## src/rtl/selector_pulse_scheduler.sv

```systemverilog
// Shared output scheduler for the mode/light selector lines: queues debounced events per
// channel and emits fixed-width active-low pulses, round-robin arbitrated, with a minimum gap.
module selector_pulse_scheduler #(
    parameter int unsigned PULSE_CYCLES   = 8,
    parameter int unsigned GAP_CYCLES     = 4,
    parameter int unsigned STARTUP_CYCLES = 16,
    parameter int unsigned PEND_MAX       = 3,
    parameter int unsigned CNT_W          = 8
) (
    input  logic       clk,
    input  logic       resetn,
    input  logic       mode_req,
    input  logic       light_req,
    output logic       mode_selector_out,
    output logic       light_selector_out,
    output logic       busy,
    output logic [1:0] mode_pending,
    output logic [1:0] light_pending,
    output logic       overflow
);

    typedef enum logic [1:0] {StStartup, StIdle, StPulse, StGap} state_e;

    state_e           state_q;
    logic [CNT_W-1:0] cnt_q;
    logic             last_light_q;
    logic             mode_sel_q, light_sel_q, overflow_q;
    logic [1:0]       mode_pend_q, light_pend_q;
    logic [1:0]       mode_pend_d, light_pend_d;
    logic             grant_slot, grant_mode, grant_light;
    logic             mode_drop, light_drop;

    always_comb begin
        grant_slot  = (state_q == StIdle) ||
                      (state_q == StGap && cnt_q == CNT_W'(GAP_CYCLES - 1));
        // Mode wins a collision unless it was granted last.
        grant_mode  = grant_slot && (mode_pend_q != 2'd0) &&
                      ((light_pend_q == 2'd0) || last_light_q);
        grant_light = grant_slot && (light_pend_q != 2'd0) && !grant_mode;

        mode_drop   = mode_req && !grant_mode && (mode_pend_q == 2'(PEND_MAX));
        light_drop  = light_req && !grant_light && (light_pend_q == 2'(PEND_MAX));

        mode_pend_d = mode_pend_q;
        if (mode_req && !grant_mode && !mode_drop) begin
            mode_pend_d = mode_pend_q + 2'd1;
        end else if (grant_mode && !mode_req) begin
            mode_pend_d = mode_pend_q - 2'd1;
        end

        light_pend_d = light_pend_q;
        if (light_req && !grant_light && !light_drop) begin
            light_pend_d = light_pend_q + 2'd1;
        end else if (grant_light && !light_req) begin
            light_pend_d = light_pend_q - 2'd1;
        end
    end

    always_ff @(posedge clk or negedge resetn) begin
        if (!resetn) begin
            state_q      <= StStartup;
            cnt_q        <= '0;
            last_light_q <= 1'b1;
            mode_sel_q   <= 1'b1;
            light_sel_q  <= 1'b1;
            overflow_q   <= 1'b0;
            mode_pend_q  <= 2'd0;
            light_pend_q <= 2'd0;
        end else begin
            mode_pend_q  <= mode_pend_d;
            light_pend_q <= light_pend_d;
            overflow_q   <= mode_drop || light_drop;
            if (grant_mode || grant_light) begin
                state_q      <= StPulse;
                cnt_q        <= '0;
                last_light_q <= grant_light;
                mode_sel_q   <= !grant_mode;
                light_sel_q  <= !grant_light;
            end else begin
                case (state_q)
                    StStartup: begin
                        if (cnt_q == CNT_W'(STARTUP_CYCLES - 1)) begin
                            state_q <= StIdle;
                            cnt_q   <= '0;
                        end else begin
                            cnt_q <= cnt_q + CNT_W'(1);
                        end
                    end
                    StIdle: cnt_q <= '0;
                    StPulse: begin
                        if (cnt_q == CNT_W'(PULSE_CYCLES - 1)) begin
                            state_q     <= StGap;
                            cnt_q       <= '0;
                            mode_sel_q  <= 1'b1;
                            light_sel_q <= 1'b1;
                        end else begin
                            cnt_q <= cnt_q + CNT_W'(1);
                        end
                    end
                    StGap: begin
                        if (cnt_q == CNT_W'(GAP_CYCLES - 1)) begin
                            state_q <= StIdle;
                            cnt_q   <= '0;
                        end else begin
                            cnt_q <= cnt_q + CNT_W'(1);
                        end
                    end
                    default: begin
                        state_q <= StStartup;
                        cnt_q   <= '0;
                    end
                endcase
            end
        end
    end

    assign mode_selector_out  = mode_sel_q;
    assign light_selector_out = light_sel_q;
    assign busy               = (state_q != StIdle);
    assign mode_pending       = mode_pend_q;
    assign light_pending      = light_pend_q;
    assign overflow           = overflow_q;

endmodule

```

## config.mk

```make
export PLATFORM = sky130hd
export DESIGN_NAME = selector_pulse_scheduler
export DESIGN_NICKNAME = d
export VERILOG_FILES = /design/src/rtl/selector_pulse_scheduler.sv
export SDC_FILE = /design/constraint.sdc
export NUM_CORES = 1
export LEC_CHECK = 0
export ABC_CLOCK_PERIOD_IN_PS = 2009
export CORE_UTILIZATION = 48
export DETAILED_ROUTE_END_ITERATION = 12
export GPL_ROUTABILITY_DRIVEN = 0
export PLACE_DENSITY = 0.73
export SLEW_MARGIN = 5
export SYNTH_ARGS = -nofsm -noshare
export SYNTH_HDL_FRONTEND = slang
export SYNTH_SLANG_ARGS = --single-unit
```

## constraint.sdc

```tcl
create_clock -name clk -period 2.01 [get_ports clk]
set_input_delay 0.3015 -clock clk [delete_from_list [all_inputs] [get_ports clk]]
set_output_delay 0.3015 -clock clk [all_outputs]
set_load 0.02 [all_outputs]
```

# Word-level counts from Yosys, hierarchy flattened
# Index checks and enable logic that the tools add are counted.
[word_totals]
regBits = 18
inputBits = 4
out_inout_bits = 8
elab_cells = 77
[classes]
add_sub_neg = 5
eq_ne = 12
n_mux = 18
n_reduce_logical = 34
[ops]
columns = ["cell", "n"]
rows = [
  ["2-to-1 mux 8 bit", 4],
  ["one-hot mux 8 bit (4 select lines)", 1],
  ["2-to-1 mux 2 bit", 8],
  ["logical AND 1 bit", 13],
  ["nonzero test 2 bit", 6],
  ["adder 8 x 1 -> 8 bit, second input constant", 1],
  ["== test 2 bit, second input constant", 4],
  ["== test 8 x 2 -> 1 bit, second input constant", 1],
  ["== test 8 x 3 -> 1 bit, second input constant", 1],
  ["== test 8 x 4 -> 1 bit, second input constant", 1],
  ["zero test 1 bit", 6],
  ["inequality test 3 bit, second input constant", 2],
  ["one-hot mux 2 bit (3 select lines)", 1],
  ["adder 2 x 1 -> 2 bit, second input constant", 2],
  ["zero test 2 bit", 2],
  ["logical OR 1 bit", 4],
  ["2-to-1 mux 1 bit", 4],
  ["AND reduction 4 bit", 1],
  ["nonzero test 4 bit", 1],
  ["subtractor 2 x 1 -> 2 bit, second input constant", 2],
  ["inequality test 3 x 1 -> 1 bit, second input constant", 1],
  ["== test 2 x 1 -> 1 bit, second input constant", 1],
  ["inequality test 2 x 1 -> 1 bit, second input constant", 1],
  ["AND reduction 2 bit", 1],
]

# Longest topological paths before layout
[logic_depth]
depth_word = 13
mapped_depth = 6
depth_no_buf = 6

# Worst setup path before layout
# OpenSTA, ideal clock, no wires.
[synth_path]
path_type = "register -> register"
from = "register cnt_q[5]"
to = "register light_pend_q[0] (netlist: light_pending[0])"
t_arrival_ns = 1.776
slack_ns = 0.113
path_stages_with_launch = 6
period_less_slack_ns = 1.897
cell_sequence = "dfrtp_1 > or4_4 > o21ai_4 > nand2_4 > mux2_4 > o211a_1"
[synth_between]
elab_chain_len = 13
[synth_rtl]
columns = ["element", "line_no", "rtl"]
rows = [
  ["start, declared", "25", "logic [CNT_W-1:0] cnt_q;"],
  ["start signal, assigned", "86", "cnt_q <= cnt_q + CNT_W'(1);"],
  ["start signal, assigned", "97", "cnt_q <= cnt_q + CNT_W'(1);"],
  ["start signal, assigned", "105", "cnt_q <= cnt_q + CNT_W'(1);"],
  ["== test 8 x 2 -> 1 bit *", "35", "(state_q == StGap && cnt_q == CNT_W'(GAP_CYCLES - 1));"],
  ["logical AND 1 bit *", "35", ""],
  ["logical OR 1 bit *", "34", "grant_slot = (state_q == StIdle) ||"],
  ["logical AND 1 bit (2 in a row)", "37", "grant_mode = grant_slot && (mode_pend_q != 2'd0) &&"],
  ["zero test 1 bit", "39", "grant_light = grant_slot && (light_pend_q != 2'd0) && !grant_mode;"],
  ["logical AND 1 bit *", "39", ""],
  ["zero test 1 bit", "42, 52", ""],
  ["logical AND 1 bit", "42, 52", ""],
  ["logical AND 1 bit", "42", "light_drop = light_req && !grant_light && (light_pend_q == 2'(PEND_MAX));"],
  ["zero test 1 bit", "52", "if (light_req && !grant_light && !light_drop) begin"],
  ["logical AND 1 bit", "52", ""],
  ["2-to-1 mux 2 bit or nonzero test 2 bit (tied branches)", "--", ""],
  ["end signal, assigned", "71", "light_pend_q <= light_pend_d;"],
  ["end, declared", "28", "logic [1:0] mode_pend_q, light_pend_q;"],
]
# Every way passes the cells marked *; elsewhere a longest branch is shown, timed or not.
# A chain may end at the register's enable or synchronous reset.

# Final worst setup path
[layout_path]
from = "register cnt_q[5]"
to = "register mode_pend_q[0] (netlist: mode_pending[0])"
[layout_between]
elab_chain_len = 11
[layout_rtl]
columns = ["element", "line_no", "rtl"]
rows = [
  ["== test 8 x 2 -> 1 bit *", "35", ""],
  ["logical AND 1 bit *", "35", ""],
  ["logical OR 1 bit *", "34", ""],
  ["logical AND 1 bit * (2 in a row)", "37", ""],
  ["zero test 1 bit", "41, 45", ""],
  ["logical AND 1 bit", "41, 45", ""],
  ["logical AND 1 bit", "41", "mode_drop = mode_req && !grant_mode && (mode_pend_q == 2'(PEND_MAX));"],
  ["zero test 1 bit", "45", "if (mode_req && !grant_mode && !mode_drop) begin"],
  ["logical AND 1 bit", "45", ""],
  ["2-to-1 mux 2 bit or nonzero test 2 bit (tied branches)", "--", ""],
  ["end signal, assigned", "70", "mode_pend_q <= mode_pend_d;"],
  ["end, declared", "28", ""],
]
# Marks and branches as above.

==> key figures <==
Status
  – Status: finished, final reports clean

Synth
  – #FFs+latches synth: 18
  – Yosys Warn Count: 0
  – Asr flop ratio synth: between 90% and 100%
  – Cell variety after synth: 38
  – Area share of the largest cell type after synthesis: about two fifths
  – Mean Syn Cell Area: 9.959 um2
  – Post-Syn Nets: roughly 100
  – Most instantiated cells after synthesis: dfrtp_1, nor2_1, nand2_1
  – Synthesized area: just under 1000 um2
  – Number of flops mapped to enable cells by yosys: 0
  – Post-synthesis cell count: 99
  – Area leader, netlist: dfrtp_1
  – Synth area leaders: dfrtp_1, dfstp_2, nor2_1
  – Post-synthesis sequential area ratio: 46.07%
  – Top-count cell post-synth: dfrtp_1
  – Ys flop type: dfrtp_1

Finish
  – # nets final: approximately 130
  – Ratio of cells with drive above 1 in the final layout: 21.49%
  – Syn-to-layout area delta: 24.11%
  – Sequential cell area: around 460 um2
  – Filler instances: between 150 and 200
  – Final Util: between 60% and 70%
  – Multi-input gate area: between 500 and 600 um2
  – Diodes inserted: 0

Floorplanning
  – I/O Pins: 12
  – Core ar.: 1942 um2
  – Starting Density: 50.77%
  – Row Count: 16
  – Die Y-Extent: approximately 47 um
  – Die Width: 47.32 um
  – Die ar.: about 2200 um2

Timing
  – Slew margin rel.: 74.34%
  – Worst Tran Pin Value: roughly 0.38 ns
  – Clock Skews: about 0.0066 ns
  – Fmax: around 530 MHz
  – Final min period: approximately 1.9 ns
  – Final-report max-slew violation count: 0
  – Hold Fails Final Rpt: 0
  – RSZ-0062 raised after global routing: false
  – Setup_tns: 0 ns
  – Final setup viols: 0
  – Tcrit/Tclk final: a little over nine tenths

Place
  – PortBufs: 11
  – DPL Wire Length: around 1400 um

Clock tree
  – Skew-Pair Late Insertion Delay: ~0.3 ns
  – Post-CTS Hold Buffers: 0
  – Root Driver: clkbuf_4
  – Clock Sinks: 18
  – TritonCTS buffer count: 3
  – Deepest clock path buffer count: 2
  – Clock-pin slew on the worst setup and hold paths: ~0.11 ns
  – Postcts setup bufs: 0
  – CTS tree: done
  – H-tree Lvls: 1

Setup path
  – Crit path DAT: approximately 2.1 ns
  – Crit start category: flop
  – Critical Path RT: between 2 and 2.5 ns
  – Cell breakdown of the critical path: or4_4, o21a_1, o21a_1, nor3_1, a21oi_1
  – Crit Path Category: flop to flop
  – CP max stage delay: slightly below 0.6 ns
  – CP top delay family: simple AND/OR/NAND/NOR gates
  – Crit-path slowest cell: or4_4
  – Critical-path maximum fanout: 7
  – Critical path buffers and inverters: 0
  – Crit. End Element: flop
  – Most used cell, CP: o21a_1

Routing
  – WL per Instance: roughly 13 um
  – Via count: between 700 and 800
  – Initial DRC count: 14
  – DR DRC count: 0
  – Routed WL: 1913 um
  – Final ANT Viol Nets: 0
  – TritonRoute pass-1 iters: 3
  – Vias per cell: 5.324

GRT
  – Initial antenna violation count: 0
  – Number of global-route vias before repair: between 700 and 800
  – Gr usage total: 20.40%
  – Global-route wire length before repair: between 3000 and 4000 um
  – Grt total ovfl: 0
  – Pin count of the biggest net entering global routing: 19

Worst hold path
  – Worst Hold Class: input pin to async pin

Power and ir drop
  – Pwr Density: just over 500 nW/um2
  – Max rail drop VDD: 0.4063 mV
  – Cell leakage power: about 0.00053 uW

Job
  – Max cap viols: 0
==> cells by family after synthesis <==
logic type	Yosys count	share of synthesized area, %
AOI/OAI and AO/OA	25	17.77
xor gates and xnor gates	6	5.330
adders and majority gates	1	1.269
buffers and inverters	6	3.426
DFF	18	46.07
muxes	1	1.522
and+or+nand+nor	42	24.62
==> final timing paths <==
check	from	to	slack [ns]	depth (start not counted)
max	cnt_q[5]	mode_pending[0]	0.12	5
min	resetn	cnt_q[6]	0.30	2
max reg2reg	cnt_q[5]	mode_pending[0]	0.12	5
min reg2reg	cnt_q[0]	cnt_q[0]	0.46	1
max in group asynchronous	resetn	mode_selector_out	1.44	2
min in group clk	cnt_q[0]	cnt_q[0]	0.46	1
==> cell type report <==
type                       instances  area share (%)
clock buffer                       4           2.965
tap                               27           2.761
inverter                           3          0.9202
multi-input combinational         75           41.10
timing repair buffer              21           15.03
sequential                        18           37.22
==> cells in the final DEF (no fill, tap or decap), types with 2 or more instances in the layout <==
| cell | instances |
|---|---|
| dfrtp_1 | 14 |
| nor2_1 | 12 |
| clkdlybuf4s50_1 | 10 |
| buf_4 | 10 |
| nand2_1 | 7 |
| a21oi_1 | 6 |
| o21ai_0 | 6 |
| nand3_1 | 5 |
| nor3_1 | 4 |
| xor2_1 | 4 |
| inv_1 | 3 |
| o21a_1 | 3 |
| clkbuf_4 | 3 |
| dfstp_2 | 3 |
| nor2b_1 | 2 |
| xnor2_1 | 2 |
| o22a_1 | 2 |
==> worst reg2reg max path, stage by stage, from the launching register on <==
cell,delay [ns]
dfrtp_1,0.43
or4_4,0.58
o21a_1,0.29
o21a_1,0.24
nor3_1,0.18
a21oi_1,0.06
==> registers in the layout (all words and copies together) (netlist names) <==
signal,cells
mode_selector_out,1
cnt_q,8
light_pending,2
last_light_q,1
mode_pending,2
state_q,2
overflow,1
light_selector_out,1
==> metal layers <==
layer,global-route usage (%),vias up,routed length [um]
li1,-,402,-
met1,28.19,372,959
met2,29.86,10,836
met3,2.308,4,61
met4,13.71,0,56
met5,0,-,0
==> through the flow <==
stage	hold slack [ns]	setup WS (ns)	instance area (um2)	total power, uW	instances
2_1_floorplan	0.005909	0.1134	985.9	378.1	99
3_3_place_gp	0.4421	0.1121	1182	397.1	144
3_5_place_dp	0.4443	0.07160	1182	397.3	144
4_1_cts	0.3082	0.04598	1219	632.1	148
5_1_grt	0.3298	0.04291	1224	641.3	148
6_report	0.3049	0.1195	1224	621.6	148
==> timing repair <==
action                                  CTS  global route
endpoints found under the hold margin     0             0
pin swaps                                 0             0
resized for setup                         2             1
endpoints found under the setup margin    1             2
==> report_power, final <==
| group | internal (uW) | leakage [uW] | switching (uW) |
|---|---|---|---|
| Combinational | 12.2 | 0.000307 | 14.2 |
| Sequential | 363 | 0.000206 | 0.256 |
| Clock | 111 | 0.0000210 | 121 |
| Total | 486 | 0.000535 | 135 |
No activity file was read; power rests on OpenSTA's default activity.
